$ cat src/rtl/anneal_sched_if.sv
// Control/status bundle between the annealing schedule sequencer and its run controller.
// The master drives the launch/abort request and schedule config; the slave reports the schedule.
interface anneal_sched_if #(
    parameter int CYC_W = 16,
    parameter int Q_W   = 8
);
    logic             start;
    logic             abort;
    logic [CYC_W-1:0] cyc_per_stage;
    logic [Q_W-1:0]   q_init;
    logic [Q_W-1:0]   q_step;
    logic [Q_W-1:0]   noise_init;
    logic [Q_W-1:0]   noise_step;
    logic [3:0]       state_signal;
    logic [Q_W-1:0]   q_val;
    logic [Q_W-1:0]   noise_amp;
    logic             stage_tick;
    logic             busy;
    logic             done;

    modport master (
        output start, abort, cyc_per_stage, q_init, q_step, noise_init, noise_step,
        input  state_signal, q_val, noise_amp, stage_tick, busy, done
    );

    modport slave (
        input  start, abort, cyc_per_stage, q_init, q_step, noise_init, noise_step,
        output state_signal, q_val, noise_amp, stage_tick, busy, done
    );
endinterface

$ cat src/rtl/anneal_sched.sv
// Annealing schedule sequencer: steps a stage index 0..STAGES, holding each stage for N cycles,
// while ramping the coupling Q up and decaying the noise amplitude, both saturating.
module anneal_sched #(
    parameter int STAGES = 10,
    parameter int CYC_W  = 16,
    parameter int Q_W    = 8
) (
    input  logic         clk,
    input  logic         rst_sys,
    anneal_sched_if.slave bus
);
    typedef enum logic [1:0] {
        IDLE = 2'd0,
        RUN  = 2'd1,
        DONE = 2'd2
    } state_t;

    localparam logic [3:0] LAST_STAGE = 4'(STAGES);

    state_t           state, state_nxt;
    logic [3:0]       stage, stage_nxt;
    logic [CYC_W-1:0] cnt, cnt_nxt;
    logic [Q_W-1:0]   q_reg, q_nxt;
    logic [Q_W-1:0]   noise_reg, noise_nxt;
    logic             tick_reg, tick_nxt;
    logic             busy_reg, done_reg;
    logic             ld;

    // Latched schedule config; only meaningful once a start has been accepted.
    logic [CYC_W-1:0] last_cnt;
    logic [Q_W-1:0]   q_step_lat;
    logic [Q_W-1:0]   noise_step_lat;

    function automatic logic [Q_W-1:0] sat_add(input logic [Q_W-1:0] a, input logic [Q_W-1:0] b);
        logic [Q_W:0] sum;
        sum = {1'b0, a} + {1'b0, b};
        return sum[Q_W] ? {Q_W{1'b1}} : sum[Q_W-1:0];
    endfunction

    function automatic logic [Q_W-1:0] sat_sub(input logic [Q_W-1:0] a, input logic [Q_W-1:0] b);
        return (a > b) ? (a - b) : '0;
    endfunction

    function automatic logic [CYC_W-1:0] last_of(input logic [CYC_W-1:0] n);
        return (n == '0) ? '0 : (n - CYC_W'(1));
    endfunction

    always_comb begin
        state_nxt = state;
        stage_nxt = stage;
        cnt_nxt   = cnt;
        q_nxt     = q_reg;
        noise_nxt = noise_reg;
        tick_nxt  = 1'b0;
        ld        = 1'b0;

        case (state)
            IDLE, DONE: begin
                if (bus.abort) begin
                    state_nxt = IDLE;
                    stage_nxt = '0;
                    cnt_nxt   = '0;
                    q_nxt     = '0;
                    noise_nxt = '0;
                end else if (bus.start) begin
                    ld        = 1'b1;
                    state_nxt = RUN;
                    stage_nxt = '0;
                    cnt_nxt   = '0;
                    q_nxt     = bus.q_init;
                    noise_nxt = bus.noise_init;
                end
            end
            RUN: begin
                if (bus.abort) begin
                    state_nxt = IDLE;
                    stage_nxt = '0;
                    cnt_nxt   = '0;
                    q_nxt     = '0;
                    noise_nxt = '0;
                end else if (cnt == last_cnt) begin
                    cnt_nxt   = '0;
                    stage_nxt = stage + 4'd1;
                    q_nxt     = sat_add(q_reg, q_step_lat);
                    noise_nxt = sat_sub(noise_reg, noise_step_lat);
                    tick_nxt  = 1'b1;
                    if (stage_nxt == LAST_STAGE) begin
                        state_nxt = DONE;
                    end
                end else begin
                    cnt_nxt = cnt + CYC_W'(1);
                end
            end
            default: begin
                state_nxt = IDLE;
                stage_nxt = '0;
                cnt_nxt   = '0;
                q_nxt     = '0;
                noise_nxt = '0;
            end
        endcase
    end

    always_ff @(posedge clk or negedge rst_sys) begin
        if (!rst_sys) begin
            state     <= IDLE;
            stage     <= '0;
            cnt       <= '0;
            q_reg     <= '0;
            noise_reg <= '0;
            tick_reg  <= 1'b0;
            busy_reg  <= 1'b0;
            done_reg  <= 1'b0;
        end else begin
            state     <= state_nxt;
            stage     <= stage_nxt;
            cnt       <= cnt_nxt;
            q_reg     <= q_nxt;
            noise_reg <= noise_nxt;
            tick_reg  <= tick_nxt;
            busy_reg  <= (state_nxt == RUN);
            done_reg  <= (state_nxt == DONE);
        end
    end

    always_ff @(posedge clk) begin
        if (ld) begin
            last_cnt       <= last_of(bus.cyc_per_stage);
            q_step_lat     <= bus.q_step;
            noise_step_lat <= bus.noise_step;
        end
    end

    assign bus.state_signal = stage;
    assign bus.q_val        = q_reg;
    assign bus.noise_amp    = noise_reg;
    assign bus.stage_tick   = tick_reg;
    assign bus.busy         = busy_reg;
    assign bus.done         = done_reg;
endmodule

$ cat src/flat_wrapper.sv
// flat-port wrapper written by rule: the top's interface ports become plain ports
module anneal_sched_flat 
#(
    parameter int STAGES = 10,
    parameter int CYC_W  = 16,
    parameter int Q_W    = 8
)
  (clk, rst_sys, bus_start, bus_abort, bus_cyc_per_stage, bus_q_init, bus_q_step, bus_noise_init, bus_noise_step, bus_state_signal, bus_q_val, bus_noise_amp, bus_stage_tick, bus_busy, bus_done);
  anneal_sched_if #(.CYC_W(CYC_W), .Q_W(Q_W)) bus_i ();
  input  logic clk;
  input  logic rst_sys;
  input wire logic [$bits(bus_i.start)-1:0] bus_start;
  input wire logic [$bits(bus_i.abort)-1:0] bus_abort;
  input wire logic [$bits(bus_i.cyc_per_stage)-1:0] bus_cyc_per_stage;
  input wire logic [$bits(bus_i.q_init)-1:0] bus_q_init;
  input wire logic [$bits(bus_i.q_step)-1:0] bus_q_step;
  input wire logic [$bits(bus_i.noise_init)-1:0] bus_noise_init;
  input wire logic [$bits(bus_i.noise_step)-1:0] bus_noise_step;
  output wire logic [$bits(bus_i.state_signal)-1:0] bus_state_signal;
  output wire logic [$bits(bus_i.q_val)-1:0] bus_q_val;
  output wire logic [$bits(bus_i.noise_amp)-1:0] bus_noise_amp;
  output wire logic [$bits(bus_i.stage_tick)-1:0] bus_stage_tick;
  output wire logic [$bits(bus_i.busy)-1:0] bus_busy;
  output wire logic [$bits(bus_i.done)-1:0] bus_done;
  assign bus_i.start = bus_start;
  assign bus_i.abort = bus_abort;
  assign bus_i.cyc_per_stage = bus_cyc_per_stage;
  assign bus_i.q_init = bus_q_init;
  assign bus_i.q_step = bus_q_step;
  assign bus_i.noise_init = bus_noise_init;
  assign bus_i.noise_step = bus_noise_step;
  assign bus_state_signal = bus_i.state_signal;
  assign bus_q_val = bus_i.q_val;
  assign bus_noise_amp = bus_i.noise_amp;
  assign bus_stage_tick = bus_i.stage_tick;
  assign bus_busy = bus_i.busy;
  assign bus_done = bus_i.done;
  anneal_sched #(.STAGES(STAGES), .CYC_W(CYC_W), .Q_W(Q_W)) u_core (.clk(clk), .rst_sys(rst_sys), .bus(bus_i));
endmodule
$ cat config.mk
export PLATFORM = sky130hd
export DESIGN_NAME = anneal_sched_flat
export DESIGN_NICKNAME = d
export VERILOG_FILES = /design/src/rtl/anneal_sched_if.sv /design/src/rtl/anneal_sched.sv /design/src/flat_wrapper.sv
export SDC_FILE = /design/constraint.sdc
export NUM_CORES = 1
export LEC_CHECK = 0
export ABC_AREA = 1
export CAP_MARGIN = 0
export CORE_AREA = 3 3 129 131
export CTS_CLUSTER_DIAMETER = 80
export DETAILED_ROUTE_END_ITERATION = 8
export DIE_AREA = 0 0 132 134
export DONT_BUFFER_PORTS = 1
export GPL_TIMING_DRIVEN = 1
export PLACE_DENSITY = 0.43
export SETUP_SLACK_MARGIN = 0.02
export SLEW_MARGIN = 20
export SYNTH_ARGS = -nofsm -noshare
export SYNTH_HDL_FRONTEND = slang
export SYNTH_SLANG_ARGS = --single-unit
$ cat constraint.sdc
create_clock -name clk -period 5.8 [get_ports clk]
set_input_delay 0.87 -clock clk [delete_from_list [all_inputs] [get_ports clk]]
set_output_delay 0.87 -clock clk [all_outputs]
set_load 0.01 [all_outputs]
# After elaboration in Yosys (flattened, before gate mapping)
# Index checks and enable logic that the tools add are counted.
# totals
out_inout_bits	23
input_bits	52
ff_bits	73
# classes
addsub	5
n_reduce_logical	4
n_mux	34
order_cmp	1
n_eq_ne	8
# ops
cell	n
$mux W8	10
$mux W16	4
$pmux W16 S2	1
$pmux W8 S2	2
$add A16 B1 Y16 const B	1
$eq A16 B16 Y1	1
$logic_not A16 Y1	1
$mux W4	4
$sub A16 B1 Y16 const B	1
$mux W2	5
$add A8 B8 Y9	1
$gt A8 B8 Y1	1
$pmux W4 S2	1
$sub A8 B8 Y8	1
$mux W1	6
$add A4 B1 Y4 const B	1
$eq A2 B1 Y1 const B	2
$eq A2 B2 Y1 const B	2
$eq A4 B4 Y1 const B	1
$pmux W2 S2	1
$ne A3 B2 Y1 const B	1
$ne A3 B3 Y1 const B	1
$logic_not A2 Y1	1
$reduce_and A2 Y1	1
$reduce_or A2 Y1	1

# Depth between registers and ports, before layout
# depth
ltp_word	7
ltp_mapped	13

# Worst setup path after synthesis
# OpenSTA, ideal clock, no wires.
# synth_timing
path_kind	in2reg
startpoint	in bus_abort
endpoint	reg u_core.last_cnt[0], enable pin
required_time_ns	5.379
arrival_ns	2.846
slack_ns	2.533
setup_time_ns	0.421
path_stages	4
cell_sequence	nor2_2 clkbuf_1 inv_1 nor2_1
# synth_between
elab_chain_len	2
# synth_lines
item	line_no	rtl
from (decl)	flat_wrapper.sv:13	input wire logic [$bits(bus_i.abort)-1:0] bus_abort;
$mux W1	anneal_sched.sv:59	if (bus.abort) begin
$mux W1	anneal_sched.sv:57	case (state)
named net u_core.ld	anneal_sched.sv:27	logic ld;
to (signal assigned)	anneal_sched.sv:128	last_cnt <= last_of(bus.cyc_per_stage);
to (decl)	anneal_sched.sv:30	logic [CYC_W-1:0] last_cnt;
# The timed path passes the listed nets, and every way through them passes these cells.
# A chain may end at the register's enable or synchronous reset.

# Worst setup path in the final report
# layout_timing
startpoint	in bus_abort
endpoint	reg u_core.cnt[11]
# layout_between
elab_chain_len	2
elab_cells_between_ends	4
classes_between	eq/ne: 1; mux: 3
# layout_lines
item	line_no	rtl
$mux W16 (on tied branches)	anneal_sched.sv:75, anneal_sched.sv:59	
$pmux W16 S2	anneal_sched.sv:57	
to (signal assigned)	anneal_sched.sv:117	cnt <= cnt_nxt;
to (decl)	anneal_sched.sv:22	logic [CYC_W-1:0] cnt, cnt_nxt;
# Several ways; a longest one is shown, not always the timed one.

==> flow_summary.ini <==
[cts]
htree_num_levels = 3
cts_setup_buffers = 0
clk_latency_ns = 0.35
cts_hold_buf = 0
cts_resized = 0
cts-root-buf = clkbuf_16
cts_made_buffers = 9
cts_tree = done
cts.sinks = 73
clockBufferDepth = 2
path_clk_slew_ns = 0.07

[drt]
wire_per_inst_um = 13.2
routed_wl_um = 11200
dr.first_iter.drc_count = 184
ant_nets = 0
dr.pass1.iters = 4
drc = 0
vias = 3767
via_per_inst = 4.41

[synthesis]
synth-simple-area-share_pct = 34.2
synth_edf_count = 32
syn-num-nets = 703
synthArstFlopShare_pct = 56.2
synth_cells = 629
synth_top_family_by_area = simple AND/OR/NAND/NOR gates
ys_seq_elements = 73
yosysSeqAreaShare_pct = 43.0
synth_fa_ha_area_share_pct = 6.28
synth_compound_area_share_pct = 3.92
yosys_warnings = 0
syn_area_per_cell_um2 = 7.35
syn-cell-area_mm2 = 0.00462
synthMuxAreaShare_pct = 0
ys_types = 34
synth_xor_area_share_pct = 3.98
synthFlopType = dfrtp_1

[final_layout]
finalNonFillerCells = 854
reg.largest.list = u_core.cnt (16), u_core.last_cnt (16)
syn_to_final_growth_pct = 11.9
fillCellCount = 1667
final_nets = 707
antenna_cells = 0
drive_above_1_share_pct = 5.33

[sta]
min_period_ns = 2.60
clock_skew_ns = 0.0123
setup_viol = 0
relSlewSlack_pct = 30.0
report.final.slew_viol_count = 0
rsz0062_at_grt = false
max_freq_mhz = 385
tightest_slew_ns = 1.05
fin_setup_tns_ns = 0
fin_crit_sh_pct = 44.8
setup_ws_ns = 3.20
finalHoldViolCount = 0

[power_and_ir_drop]
swShare_pct = 29.0
p_int_mw = 1.03
seq_power_share_pct = 42.6
irDropWorstVdd_mv = 0.128
p_sw_mw = 0.422
p_comb_share_pct = 16.9
cellPowerDensity_mw_per_mm2 = 281
clkPwrFrac_pct = 40.5
leakagePower_nw = 2.56

[worst_setup_path]
required_ns = 6.08
r2r_cells = 5
cp_max_fo = 22
rrSetupSlack_ns = 3.31
crit_arrival_ns = 2.88
r2r-start = u_core.state[0]
startpoint_type = input pin
reg2reg_to = u_core.cnt[11]
path_class = in -> reg
cp-end-kind = register

[die]
die_height_um = 134
pin_count = 75
initial_core_util_pct = 29.4
coreArea_mm2 = 0.0157
fp-row-count = 46
die_area_mm2 = 0.0177
die-width_um = 132

[grt]
grt_pass1_wl_um = 18800
grt_use_total_pct = 13.4
antenna_found_initial = 0
grt_start_max_net_pins = 42
first_global_vias = 3761
grt-ovfl-total = 0

[placement]
numPortBuffers = 0
hpwl_um = 8420
dpl_worst_slack_ns = 2.85
placed_cells = 838
gp_congestion = 0.794

[run]
maxCapViolations = 0

[status]
status = finished, final reports clean

[hold_path]
holdCritPathClass = in -> async
-- final cells by class --
cell class              count  area (um^2)  share of cell area (%)
clock buffers              14          307                    5.92
clock inverters             2         12.5                   0.242
inverters                  94          354                    6.84
multi-input cells         455         2250                    43.4
flip-flops and latches     73         1990                    38.4
well taps                 216          270                    5.22
-- stage by stage --
step	hold WS (ns)	util [%]	cell area (um^2)	power (mW)
after floorplan	0.467	-	4620	0.821
after detailed placement	0.498	30.9	4860	0.881
after CTS	0.201	32.9	5180	1.48
final	0.217	32.9	5180	1.46
after global placement	0.498	30.9	4860	0.878
after global routing	0.197	32.9	5180	1.55
-- metal layers --
metal,wire length [um],part of all wire (%),global-route usage [%]
met1,5200,46,16.5
met2,5290,47,22.6
met3,564,5.0,3.68
met4,198,1.8,4.73
met5,0,0,0
-- worst max-delay path, stage by stage --
cell,delay (ns)
nor2_2,0.55
nand2_1,0.62
nand2_2,0.61
nand2_1,0.11
nor2_1,0.11
-- how the worst max path moves through the flow --
stage / start / end / cells past startpoint
6_report: bus_abort / u_core.cnt[11] / 5
5_1_grt: bus_abort / u_core.cnt[11] / 5
4_1_cts: bus_abort / u_core.cnt[11] / 5
3_5_place_dp: bus_abort / u_core.cnt[11] / 5
3_3_place_gp: bus_abort / u_core.cnt[11] / 5
2_1_floorplan: bus_abort / u_core.last_cnt[0] / 4
-- kinds of logic after synthesis --
group | after synthesis
simple gates | 380
xor+xnor | 21
flops | 73
fa+ha+maj | 22
buf+inv | 101
compound gates | 32
-- Yosys cell counts, types with 2 or more instances --
library cell | n | area (um^2)
buf_4 | 3 | 22.5
xor2_1 | 17 | 149
xnor2_1 | 4 | 35.0
edfxtp_1 | 32 | 961
nand3b_1 | 5 | 37.5
nand2_1 | 247 | 927
nand3_1 | 37 | 185
a21oi_1 | 10 | 50.1
nand2_4 | 2 | 22.5
nand4_1 | 8 | 50.1
dfrtp_1 | 41 | 1030
or2_2 | 2 | 12.5
inv_2 | 5 | 18.8
nor2_4 | 2 | 22.5
ha_1 | 20 | 250
clkbuf_1 | 3 | 11.3
fa_1 | 2 | 40.0
inv_1 | 87 | 327
nor3_1 | 6 | 30.0
o21ai_0 | 16 | 80.1
nor2_2 | 2 | 12.5
o31ai_1 | 2 | 15.0
nor2_1 | 65 | 244
-- power groups by stage --
stage	clock network (mW)	registers [mW]	logic, mW
floorplan	0	0.618	0.203
global placement	0	0.632	0.246
detailed placement	0	0.632	0.249
CTS	0.607	0.622	0.250
global route	0.633	0.626	0.292
finish	0.589	0.621	0.247
-- cell usage in the layout (no fill, tap or decap) --
cell / n
nand2_1: 247
inv_1: 87
nor2_1: 64
dfrtp_1: 41
nand3_1: 37
edfxtp_1: 32
ha_1: 20
xor2_1: 17
o21ai_0: 16
clkbuf_16: 11
a21oi_1: 10
nand4_1: 8
nor3_1: 6
inv_2: 5
nand3b_1: 5
xnor2_1: 4
nor2_4: 3
nor2_2: 2
nand2_4: 2
or2_2: 2
o31ai_1: 2
fa_1: 2
clkbuf_8: 2
inv_4: 2
clkinv_2: 1
clkinv_1: 1
nor3_4: 1
nor3_2: 1
a21oi_4: 1
nand2_2: 1
a21o_1: 1
o22ai_1: 1
nand2b_1: 1
a31oi_1: 1
clkbuf_1: 1
(Power assumes the default switching activity.)
